[src/rtl/btn_conditioner_if.sv]
// -----------------------------------------------------------------------------
// btn_conditioner_if
// Groups the raw button pin and the conditioned button events of btn_conditioner.
//
// Signals
//   btn_raw        raw button pin, active-low, asynchronous to the consumer clock
//   pressed        debounced level, active-high
//   press_pulse    1-cycle pulse on an accepted press
//   release_pulse  1-cycle pulse on an accepted release
//   long_pulse     1-cycle pulse when a hold reaches the long-press time
//   repeat_pulse   1-cycle pulse every repeat period while a long press is held
//
// Modports
//   master  drives the pin, observes the events (board / bench side)
//   slave   samples the pin, produces the events (btn_conditioner side)
// -----------------------------------------------------------------------------
interface btn_conditioner_if;
    logic btn_raw;
    logic pressed;
    logic press_pulse;
    logic release_pulse;
    logic long_pulse;
    logic repeat_pulse;

    modport master (
        output btn_raw,
        input  pressed,
        input  press_pulse,
        input  release_pulse,
        input  long_pulse,
        input  repeat_pulse
    );

    modport slave (
        input  btn_raw,
        output pressed,
        output press_pulse,
        output release_pulse,
        output long_pulse,
        output repeat_pulse
    );
endinterface

[src/rtl/btn_conditioner.sv]
// -----------------------------------------------------------------------------
// btn_conditioner
// Turns one raw active-low push-button into clean single-cycle events: 2-FF
// synchroniser, counter-based debouncer, press/release pulses, long-press
// detection and auto-repeat while held.
//
// Parameters
//   CLK_FREQ_HZ    clock frequency, all cycle counts are derived from it
//   DEBOUNCE_US    stable time needed to accept a level change
//   LONG_PRESS_MS  hold time before long_pulse
//   REPEAT_MS      repeat_pulse period once the long press is active
//
// Ports
//   clk        system clock
//   btn_reset  asynchronous reset, active-low
//   bus        btn_conditioner_if.slave: btn_raw in; pressed, press_pulse,
//              release_pulse, long_pulse, repeat_pulse out
// -----------------------------------------------------------------------------
module btn_conditioner #(
    parameter int unsigned CLK_FREQ_HZ   = 50_000_000,
    parameter int unsigned DEBOUNCE_US   = 1000,
    parameter int unsigned LONG_PRESS_MS = 500,
    parameter int unsigned REPEAT_MS     = 100
) (
    input logic              clk,
    input logic              btn_reset,
    btn_conditioner_if.slave bus
);

    localparam int unsigned CycPerUs = CLK_FREQ_HZ / 1_000_000;
    localparam int unsigned DebCyc   = CycPerUs * DEBOUNCE_US;
    localparam int unsigned LongCyc  = CycPerUs * LONG_PRESS_MS * 1000;
    localparam int unsigned RepCyc   = CycPerUs * REPEAT_MS * 1000;
    localparam int unsigned MaxLr    = (LongCyc > RepCyc) ? LongCyc : RepCyc;
    localparam int unsigned MaxCyc   = (DebCyc > MaxLr) ? DebCyc : MaxLr;
    localparam int unsigned CntW     = $clog2(MaxCyc) + 1;

    localparam logic [CntW-1:0] DebCnt   = CntW'(DebCyc);
    localparam logic [CntW-1:0] LongLast = CntW'(LongCyc - 1);
    localparam logic [CntW-1:0] RepLast  = CntW'(RepCyc - 1);
    localparam logic [CntW-1:0] CntOne   = CntW'(1);
    localparam logic [CntW-1:0] CntMax   = {CntW{1'b1}};

    typedef enum logic [2:0] {
        StIdle,
        StPressWait,
        StPressed,
        StLong,
        StReleaseWait
    } state_e;

    state_e          state_q, state_d;
    logic [1:0]      sync_q, sync_d;
    logic [CntW-1:0] cnt_q, cnt_d;
    logic [CntW-1:0] cnt_inc;
    logic            s_btn;
    logic            deb_done;
    logic            long_done;
    logic            rep_done;

    logic            pressed_lvl;
    logic            press_evt;
    logic            release_evt;
    logic            long_evt;
    logic            repeat_evt;

    // Synchronised pin, still active-low.
    assign s_btn     = sync_q[1];
    assign sync_d    = {sync_q[0], bus.btn_raw};
    assign cnt_inc   = (cnt_q == CntMax) ? cnt_q : cnt_q + CntOne;
    assign deb_done  = (cnt_q == DebCnt);
    assign long_done = (cnt_q == LongLast);
    assign rep_done  = (cnt_q == RepLast);

    // Sync FFs reset to the released level so leaving reset never looks like an edge.
    always_ff @(posedge clk or negedge btn_reset) begin
        if (!btn_reset) begin
            sync_q  <= 2'b11;
            state_q <= StIdle;
            cnt_q   <= '0;
        end else begin
            sync_q  <= sync_d;
            state_q <= state_d;
            cnt_q   <= cnt_d;
        end
    end

    // Release (s_btn high) is tested first so it wins over long/repeat.
    always_comb begin
        state_d = state_q;
        cnt_d   = cnt_inc;
        unique case (state_q)
            StIdle: begin
                cnt_d = '0;
                if (!s_btn) begin
                    state_d = StPressWait;
                    cnt_d   = CntOne;
                end
            end
            StPressWait: begin
                if (s_btn) begin
                    state_d = StIdle;
                    cnt_d   = '0;
                end else if (deb_done) begin
                    state_d = StPressed;
                    cnt_d   = '0;
                end
            end
            StPressed: begin
                if (s_btn) begin
                    state_d = StReleaseWait;
                    cnt_d   = CntOne;
                end else if (long_done) begin
                    state_d = StLong;
                    cnt_d   = '0;
                end
            end
            StLong: begin
                if (s_btn) begin
                    state_d = StReleaseWait;
                    cnt_d   = CntOne;
                end else if (rep_done) begin
                    cnt_d = '0;
                end
            end
            StReleaseWait: begin
                // A low bounce restarts long-press timing from scratch.
                if (!s_btn) begin
                    state_d = StPressed;
                    cnt_d   = '0;
                end else if (deb_done) begin
                    state_d = StIdle;
                    cnt_d   = '0;
                end
            end
            default: begin
                state_d = StIdle;
                cnt_d   = '0;
            end
        endcase
    end

    // Outputs decode the registered state in the cycle the transition is taken,
    // giving DEB_CYC+2 cycles from pin edge to pulse.
    always_comb begin
        pressed_lvl = 1'b0;
        press_evt   = 1'b0;
        release_evt = 1'b0;
        long_evt    = 1'b0;
        repeat_evt  = 1'b0;
        unique case (state_q)
            StIdle: ;
            StPressWait: begin
                if (!s_btn && deb_done) begin
                    press_evt   = 1'b1;
                    pressed_lvl = 1'b1;
                end
            end
            StPressed: begin
                pressed_lvl = 1'b1;
                long_evt    = !s_btn && long_done;
            end
            StLong: begin
                pressed_lvl = 1'b1;
                repeat_evt  = !s_btn && rep_done;
            end
            StReleaseWait: begin
                if (s_btn && deb_done) begin
                    release_evt = 1'b1;
                end else begin
                    pressed_lvl = 1'b1;
                end
            end
            default: ;
        endcase
    end

    assign bus.pressed       = pressed_lvl;
    assign bus.press_pulse   = press_evt;
    assign bus.release_pulse = release_evt;
    assign bus.long_pulse    = long_evt;
    assign bus.repeat_pulse  = repeat_evt;

endmodule
[src/flat_wrapper.sv]
// flat-port wrapper written by rule: the top's interface ports become plain ports
module btn_conditioner_flat 
#(
    parameter int unsigned CLK_FREQ_HZ   = 50_000_000,
    parameter int unsigned DEBOUNCE_US   = 1000,
    parameter int unsigned LONG_PRESS_MS = 500,
    parameter int unsigned REPEAT_MS     = 100
)
  (clk, btn_reset, bus_btn_raw, bus_pressed, bus_press_pulse, bus_release_pulse, bus_long_pulse, bus_repeat_pulse);
  btn_conditioner_if bus_i ();
  input logic clk;
  input logic btn_reset;
  input wire logic [$bits(bus_i.btn_raw)-1:0] bus_btn_raw;
  output wire logic [$bits(bus_i.pressed)-1:0] bus_pressed;
  output wire logic [$bits(bus_i.press_pulse)-1:0] bus_press_pulse;
  output wire logic [$bits(bus_i.release_pulse)-1:0] bus_release_pulse;
  output wire logic [$bits(bus_i.long_pulse)-1:0] bus_long_pulse;
  output wire logic [$bits(bus_i.repeat_pulse)-1:0] bus_repeat_pulse;
  assign bus_i.btn_raw = bus_btn_raw;
  assign bus_pressed = bus_i.pressed;
  assign bus_press_pulse = bus_i.press_pulse;
  assign bus_release_pulse = bus_i.release_pulse;
  assign bus_long_pulse = bus_i.long_pulse;
  assign bus_repeat_pulse = bus_i.repeat_pulse;
  btn_conditioner #(.CLK_FREQ_HZ(CLK_FREQ_HZ), .DEBOUNCE_US(DEBOUNCE_US), .LONG_PRESS_MS(LONG_PRESS_MS), .REPEAT_MS(REPEAT_MS)) u_core (.clk(clk), .btn_reset(btn_reset), .bus(bus_i));
endmodule
[config.mk]
export PLATFORM = sky130hd
export DESIGN_NAME = btn_conditioner_flat
export DESIGN_NICKNAME = d
export VERILOG_FILES = /design/src/rtl/btn_conditioner_if.sv /design/src/rtl/btn_conditioner.sv /design/src/flat_wrapper.sv
export SDC_FILE = /design/constraint.sdc
export NUM_CORES = 1
export LEC_CHECK = 0
export CELL_PAD_IN_SITES_DETAIL_PLACEMENT = 1
export CELL_PAD_IN_SITES_GLOBAL_PLACEMENT = 1
export CORE_AREA = 2 2 73 75
export DETAILED_ROUTE_END_ITERATION = 6
export DIE_AREA = 0 0 75 77
export GPL_TIMING_DRIVEN = 1
export PLACE_DENSITY_LB_ADDON = 0.1
export SLEW_MARGIN = 20
export SYNTH_ARGS = -nofsm -noshare
export SYNTH_HDL_FRONTEND = slang
export SYNTH_SLANG_ARGS = --single-unit
[constraint.sdc]
create_clock -name clk -period 2.1 [get_ports clk]
set_clock_uncertainty 0.15 [all_clocks]
set_input_delay 0.42 -clock clk [delete_from_list [all_inputs] [get_ports clk]]
set_output_delay 0.42 -clock clk [all_outputs]
set_load 0.005 [all_outputs]
==> flow_metrics.tcl, run 1 <==
set metrics [dict create \
    status "complete, but fails checks" \
    violations "negative setup slack" \
    met3_usage_pct 4.07 \
    powerDensity_mw_per_mm2 406 \
    cts_sinks 31 \
    fin_cells 375 \
    cts_tree "done" \
    io_pins 8 \
    synth.most_common_cell "dfrtp_1" \
    busiest_layer "met2" \
    die-area_mm2 0.00578 \
    drt_iter0_drc 108 \
    path_cells "or4_4, buf_6, nor4_4, and2_4, buf_6, or4_4, o211ai_1, buf_2" \
    antenna_found_initial 0 \
    cp-start-kind "flop" \
    multi_input_area_mm2 0.00129 \
    setup_tns_ns -19.67 \
    die_w_um 75 \
    worst_pin_slew_ns 0.536 \
    setup_viol_count_final 33 \
    seq_area_frac_synth_pct 38.5 \
    initial_utilization_pct 40.6 \
    via_count 2182 \
    final-seq-area_um2 778 \
    slew_headroom_pct 63.3 \
    htreeDepth 2 \
    fin_crit_ns 2.86 \
    synthFlopType "dfrtp_1" \
    grt_max_degree 32 \
    p_leak_nw 1.26 \
    netlist_area_mm2 0.00202 \
    post-route-drc-count 0 \
    port_buffers 7 \
    dp.cells 355 \
    endpoint_kind "primary output" \
    finalMaxSlewViolations 0 \
    vias_per_cell 5.82 \
    grt_use_total_pct 27.6 \
    syn-num-nets 225 \
    synth_common_cells "dfrtp_1, nand2_1, xnor2_1, nor2_1" \
    worst_path_largest_cell_delay_ns 0.55 \
    wirelength_mm 7.45 \
    path_delay_family "simple AND/OR/NAND/NOR gates" \
    gr-total-overflow 0 \
    clockBufferDepth 2 \
    fp.dieH_um 77 \
    n_antenna_cell 0 \
    cpMaxStageDelayCell "or4_4" \
    grt_pass1_wl_mm 12.0 \
    first_pass_iters 4 \
    yosysTopAreaCell "dfrtp_1" \
    whs_ns 0.221 \
    nFillCells 572 \
    dp_hpwl_mm 4.98 \
    hold_viol 0 \
    core_area_mm2 0.00498 \
    synth-edff-count 0 \
    wire_per_inst_um 19.9 \
    gp_routability_congestion 0.889 \
    path_clk_slew_ns 0.07 \
    holdBufCountCts 0 \
    cp_max_fo 4 \
    grtUsageMet1_pct 35.7 \
    synth_top_area_share_pct 35.9 \
    async_reset_ff_share_pct 100 \
    cp_num_buf_inv 3 \
    syn_avg_cell_area_um2 9.18 \
    peakVddDrop_v 0.000285 \
    hold_path.class "flop to flop" \
    post-route-period-util_pct 136 \
    rows 26 \
    final_nets 309 \
    use_met2_pct 45.6 \
    critPathArrivalTime_ns 2.29 \
    ys_warn_count 0 \
    crit_required_ns 1.53 \
    ant_nets 0 \
    area_growth_syn_to_layout_pct 47.7 \
    max_freq_mhz 350 \
    maxCapViolCount 0 \
    critPathKind "flop to primary output" \
    ys_ff_latch 31 \
    netlist-cell-type-count 49 \
    cts_buffers 5 \
    synth_area_leaders "dfrtp_1, xnor2_1, nand2_1" \
    synth_cells 220 \
    layout-drive-gt1-share_pct 43.3 \
    setup_ws_ns -0.761 \
    clock_latency_ns 0.29 \
    grt_pass1_vias 2364 \
    rsz0062_at_grt "true" \
    cts_root_buffer "clkbuf_8" \
]
==> worst register-to-register path, cell delays in order (launching register included) <==
cell       delay [ns]
dfrtp_1          0.42
or4_4            0.55
buf_4            0.16
buf_6            0.11
nor4_4           0.19
buf_4            0.18
buf_6            0.10
a21oi_4          0.06
a221oi_4         0.34
buf_6            0.19
clkbuf_16        0.14
nor2_1           0.05
==> report_power, final <==
part           switching, mW  internal [mW]  leakage (nW)  total, mW
Sequential           0.00489          0.606         0.421      0.611
Combinational         0.0658         0.0554         0.794      0.121
Clock                  0.246          0.233        0.0422      0.479
Total                  0.317          0.894          1.26       1.21
==> cells by family (layout without fill, tap and decap cells) <==
logic type,after synthesis,in the layout,synth area share [%]
AOI/OAI and AO/OA,36,36,13.5
xor gates and xnor gates,20,20,8.67
adders and majority gates,2,2,1.24
buffers and inverters,17,102,4.27
DFF,31,31,38.5
muxes,1,1,0.495
and+or+nand+nor,113,113,33.3
==> state kept, by name, indices dropped and copies added, names as in the netlist <==
| signal | cells |
|---|---|
| u_core.cnt_q | 26 |
| u_core.state_q | 3 |
| u_core.sync_q | 2 |
==> layer usage <==
| metal | routed length, um | part of all wire (%) |
|---|---|---|
| met1 | 3140 | 42 |
| met2 | 3700 | 50 |
| met3 | 416 | 5.6 |
| met4 | 189 | 2.5 |
| met5 | 0 | 0 |
==> final cells by class <==
cell class	count	share of cell area (%)
clock buffers	7	2.56
clock inverters	1	0.168
inverters	5	0.629
multi-input cells	172	43.3
flip-flops and latches	31	26.1
well taps	70	2.94
repair buffers	89	24.4
==> worst paths after layout <==
check,to,cells after the start,startpoint,slack (ns)
min in group asynchronous,u_core.cnt_q[23],2,btn_reset,0.37
max reg2reg,u_core.cnt_q[11],11,u_core.cnt_q[10],-0.67
max in group asynchronous,u_core.sync_q[1],2,btn_reset,1.09
min reg2reg,u_core.sync_q[1],0,u_core.sync_q[0],0.22
max,bus_pressed,8,u_core.cnt_q[10],-0.76
min,u_core.sync_q[1],0,u_core.sync_q[0],0.22
==> what timing repair did <==
item / CTS / global route
setup buffers: 7 / 6
endpoints found under the setup margin: 32 / 34
cloned: 1 / 1
pin swaps: 5 / 7
resized for setup: 30 / 16
==> stage by stage <==
| step | worst slack, ns | cell area (um^2) | util (%) | total power, mW |
|---|---|---|---|---|
| floorplan | -0.163 | 2090 | - | 0.671 |
| finish | -0.761 | 2980 | 60.0 | 1.21 |
| global route | -0.851 | 2980 | 60.0 | 1.25 |
| global placement | -0.658 | 2710 | 54.5 | 0.712 |
| CTS | -0.764 | 2890 | 58.0 | 1.20 |
| detailed placement | -0.722 | 2710 | 54.5 | 0.717 |
==> cells in the final DEF, fill, tap and decap left out, types with 3 or more instances in the layout <==
cell type / n
xnor2_1: 20
a21oi_1: 9
a211oi_1: 4
nor4_4: 5
nand3_1: 8
and3_1: 7
dfrtp_1: 29
nor4_1: 4
inv_1: 5
nor3_1: 6
nand4_1: 8
nor2_1: 15
nor2_2: 10
nand2_1: 19
and4_1: 4
a31oi_1: 4
nor3b_1: 4
buf_2: 4
or4_4: 3
clkbuf_8: 5
buf_4: 73
buf_6: 7
No activity file was read; power rests on OpenSTA's default activity.
==> run 2: changes to the inputs <==
CAP_MARGIN = 20   (was unset)
==> results of run 2 <==
No change in the layout: final DEF, timing and power equal those of run 1.
==> run 3: changes to the inputs <==
CTS_BUF_LIST = sky130_fd_sc_hd__clkbuf_16   (was unset)
==> run 3 against run 2 <==
  * The flow still finishes with violations (negative setup slack)
  * Setup slack improved by 0.053 ns
  * Utilization rose by 1.1 points
  * Clock power rose by 44%
  * Combinational power barely moved
  * Critical endpoint unchanged
  * Wire length rose by 4.4%
  * Maximum frequency rose by 1.9%
  * Via count fell by 2.1%
==> flow_metrics.tcl, run 3 (synthesis gave the netlist of run 1 again) <==
set metrics [dict create \
    cts_buffers 5 \
    critPathKind "flop to primary output" \
    clock_latency_ns 0.28 \
    endpoint_kind "primary output" \
    area_growth_syn_to_layout_pct 50.3 \
    rows 26 \
    grt_max_degree 32 \
    core_area_mm2 0.00498 \
    antenna_found_initial 0 \
    die-area_mm2 0.00578 \
    vias_per_cell 5.70 \
    slew_headroom_pct 63.6 \
    layout_commonest_cell "buf_4" \
    grt_pass1_vias 2405 \
    ant_nets 0 \
    htreeDepth 2 \
    critPathArrivalTime_ns 2.24 \
    cp_max_fo 4 \
    clockBufferDepth 2 \
    maxCapViolCount 0 \
    cts_root_buffer "clkbuf_16" \
    first_pass_iters 4 \
    post-route-period-util_pct 134 \
    nFillCells 564 \
    grt_use_total_pct 28.0 \
    largest_reg_flops 26 \
    post-route-drc-count 0 \
    whs_ns 0.217 \
    wirelength_mm 7.77 \
    port_buffers 7 \
    initial_utilization_pct 40.6 \
    via_count 2136 \
    n_antenna_cell 0 \
    layout-drive-gt1-share_pct 42.6 \
    finalMaxSlewViolations 0 \
    regMostFlops "u_core.cnt_q" \
    wire_per_inst_um 20.7 \
    hold_viol 0 \
    cts_sinks 31 \
    reg.largest.list "u_core.cnt_q x26, u_core.state_q x3, u_core.sync_q x2" \
    grt_pass1_wl_mm 12.3 \
    path_clk_slew_ns 0.06 \
    holdBufCountCts 0 \
    fin_crit_ns 2.81 \
    die_w_um 75 \
    setup_viol_count_final 33 \
    fin_cells 375 \
    peakVddDrop_v 0.000301 \
    violations "negative setup slack" \
    setup_ws_ns -0.708 \
    status "complete, but fails checks" \
    dp_hpwl_mm 4.98 \
    p_leak_nw 1.31 \
    gp_routability_congestion 0.889 \
    fp.dieH_um 77 \
    worst_pin_slew_ns 0.533 \
    final_util_pct 61.0 \
    dp.cells 355 \
    gr-total-overflow 0 \
    hold_path.class "flop to flop" \
    layout_common_cells "buf_4, dfrtp_1, nand2_1, xnor2_1, nor2_1" \
    drt_iter0_drc 144 \
    final_nets 309 \
    cts_tree "done" \
    crit_required_ns 1.53 \
    powerDensity_mw_per_mm2 468 \
    rsz0062_at_grt "true" \
    r2r_slack_ns -0.67 \
    max_freq_mhz 356 \
    cp-start-kind "flop" \
    io_pins 8 \
]
[run 3: cell count changes in the layout (fill, tap and decap cells not counted), sizes merged]
cell,previous run,this run
clkbuf,8,6
inv,5,7
[run 3: area by class of cell]
class                           instances  area [um^2]  share of cell area (%)
Timing Repair Buffer                   89          727                    23.9
Clock buffer                            5          125                    4.12
Clock inverter                          3         12.5                   0.412
Sequential cell                        31          778                    25.6
Inverter                                5         18.8                   0.618
Tap cell                               70         87.6                    2.88
Multi-Input combinational cell        172         1290                    42.4
[run 3: metal layers]
metal  wire length (um)  vias to the layer above  GRT usage (%)
met5                  0                        -              0
met4                114                        0           9.11
met3                342                       15           6.18
met2               3930                       66           46.1
met1               3380                     1080           35.7
li1                   -                      975              -
[run 3: worst max-delay path: stages, from the launching register on]
cell and delay [ns]:
dfrtp_1 0.39, or4_4 0.56, buf_6 0.14, nor4_4 0.24
and2_4 0.21, buf_6 0.09, or4_4 0.11, o211ai_1 0.08
buf_2 0.14
[run 3: what timing repair did]
item	CTS	global route
setup buffers	7	5
endpoints found under the setup margin	32	34
gates resized for setup	31	14
cloned	1	1
pin swaps	5	7
[run 3: path summary, 6_finish.rpt]
path                       depth (start not counted)              from               end
max                                                8   u_core.cnt_q[7]       bus_pressed
min                                                0  u_core.sync_q[0]  u_core.sync_q[1]
max reg2reg                                       11   u_core.cnt_q[7]  u_core.cnt_q[25]
min reg2reg                                        0  u_core.sync_q[0]  u_core.sync_q[1]
max in group asynchronous                          2         btn_reset  u_core.sync_q[1]
min in group asynchronous                          2         btn_reset  u_core.cnt_q[20]
[run 3: through the flow]
stage	setup TNS [ns]	setup slack, ns	power (mW)	area, um^2
3_5_place_dp	-11.22	-0.722	0.717	2710
5_1_grt	-21.39	-0.781	1.47	3040
2_1_floorplan	-2.77	-0.163	0.671	2090
3_3_place_gp	-10.14	-0.658	0.712	2710
4_1_cts	-15.73	-0.755	1.43	2950
6_report	-19.62	-0.708	1.42	3040
[run 3: report_power, final]
part | switching, mW | internal [mW] | total (mW)
registers | 0.00493 | 0.607 | 0.612
logic | 0.0649 | 0.0548 | 0.120
clock network | 0.263 | 0.428 | 0.691
total | 0.332 | 1.09 | 1.42
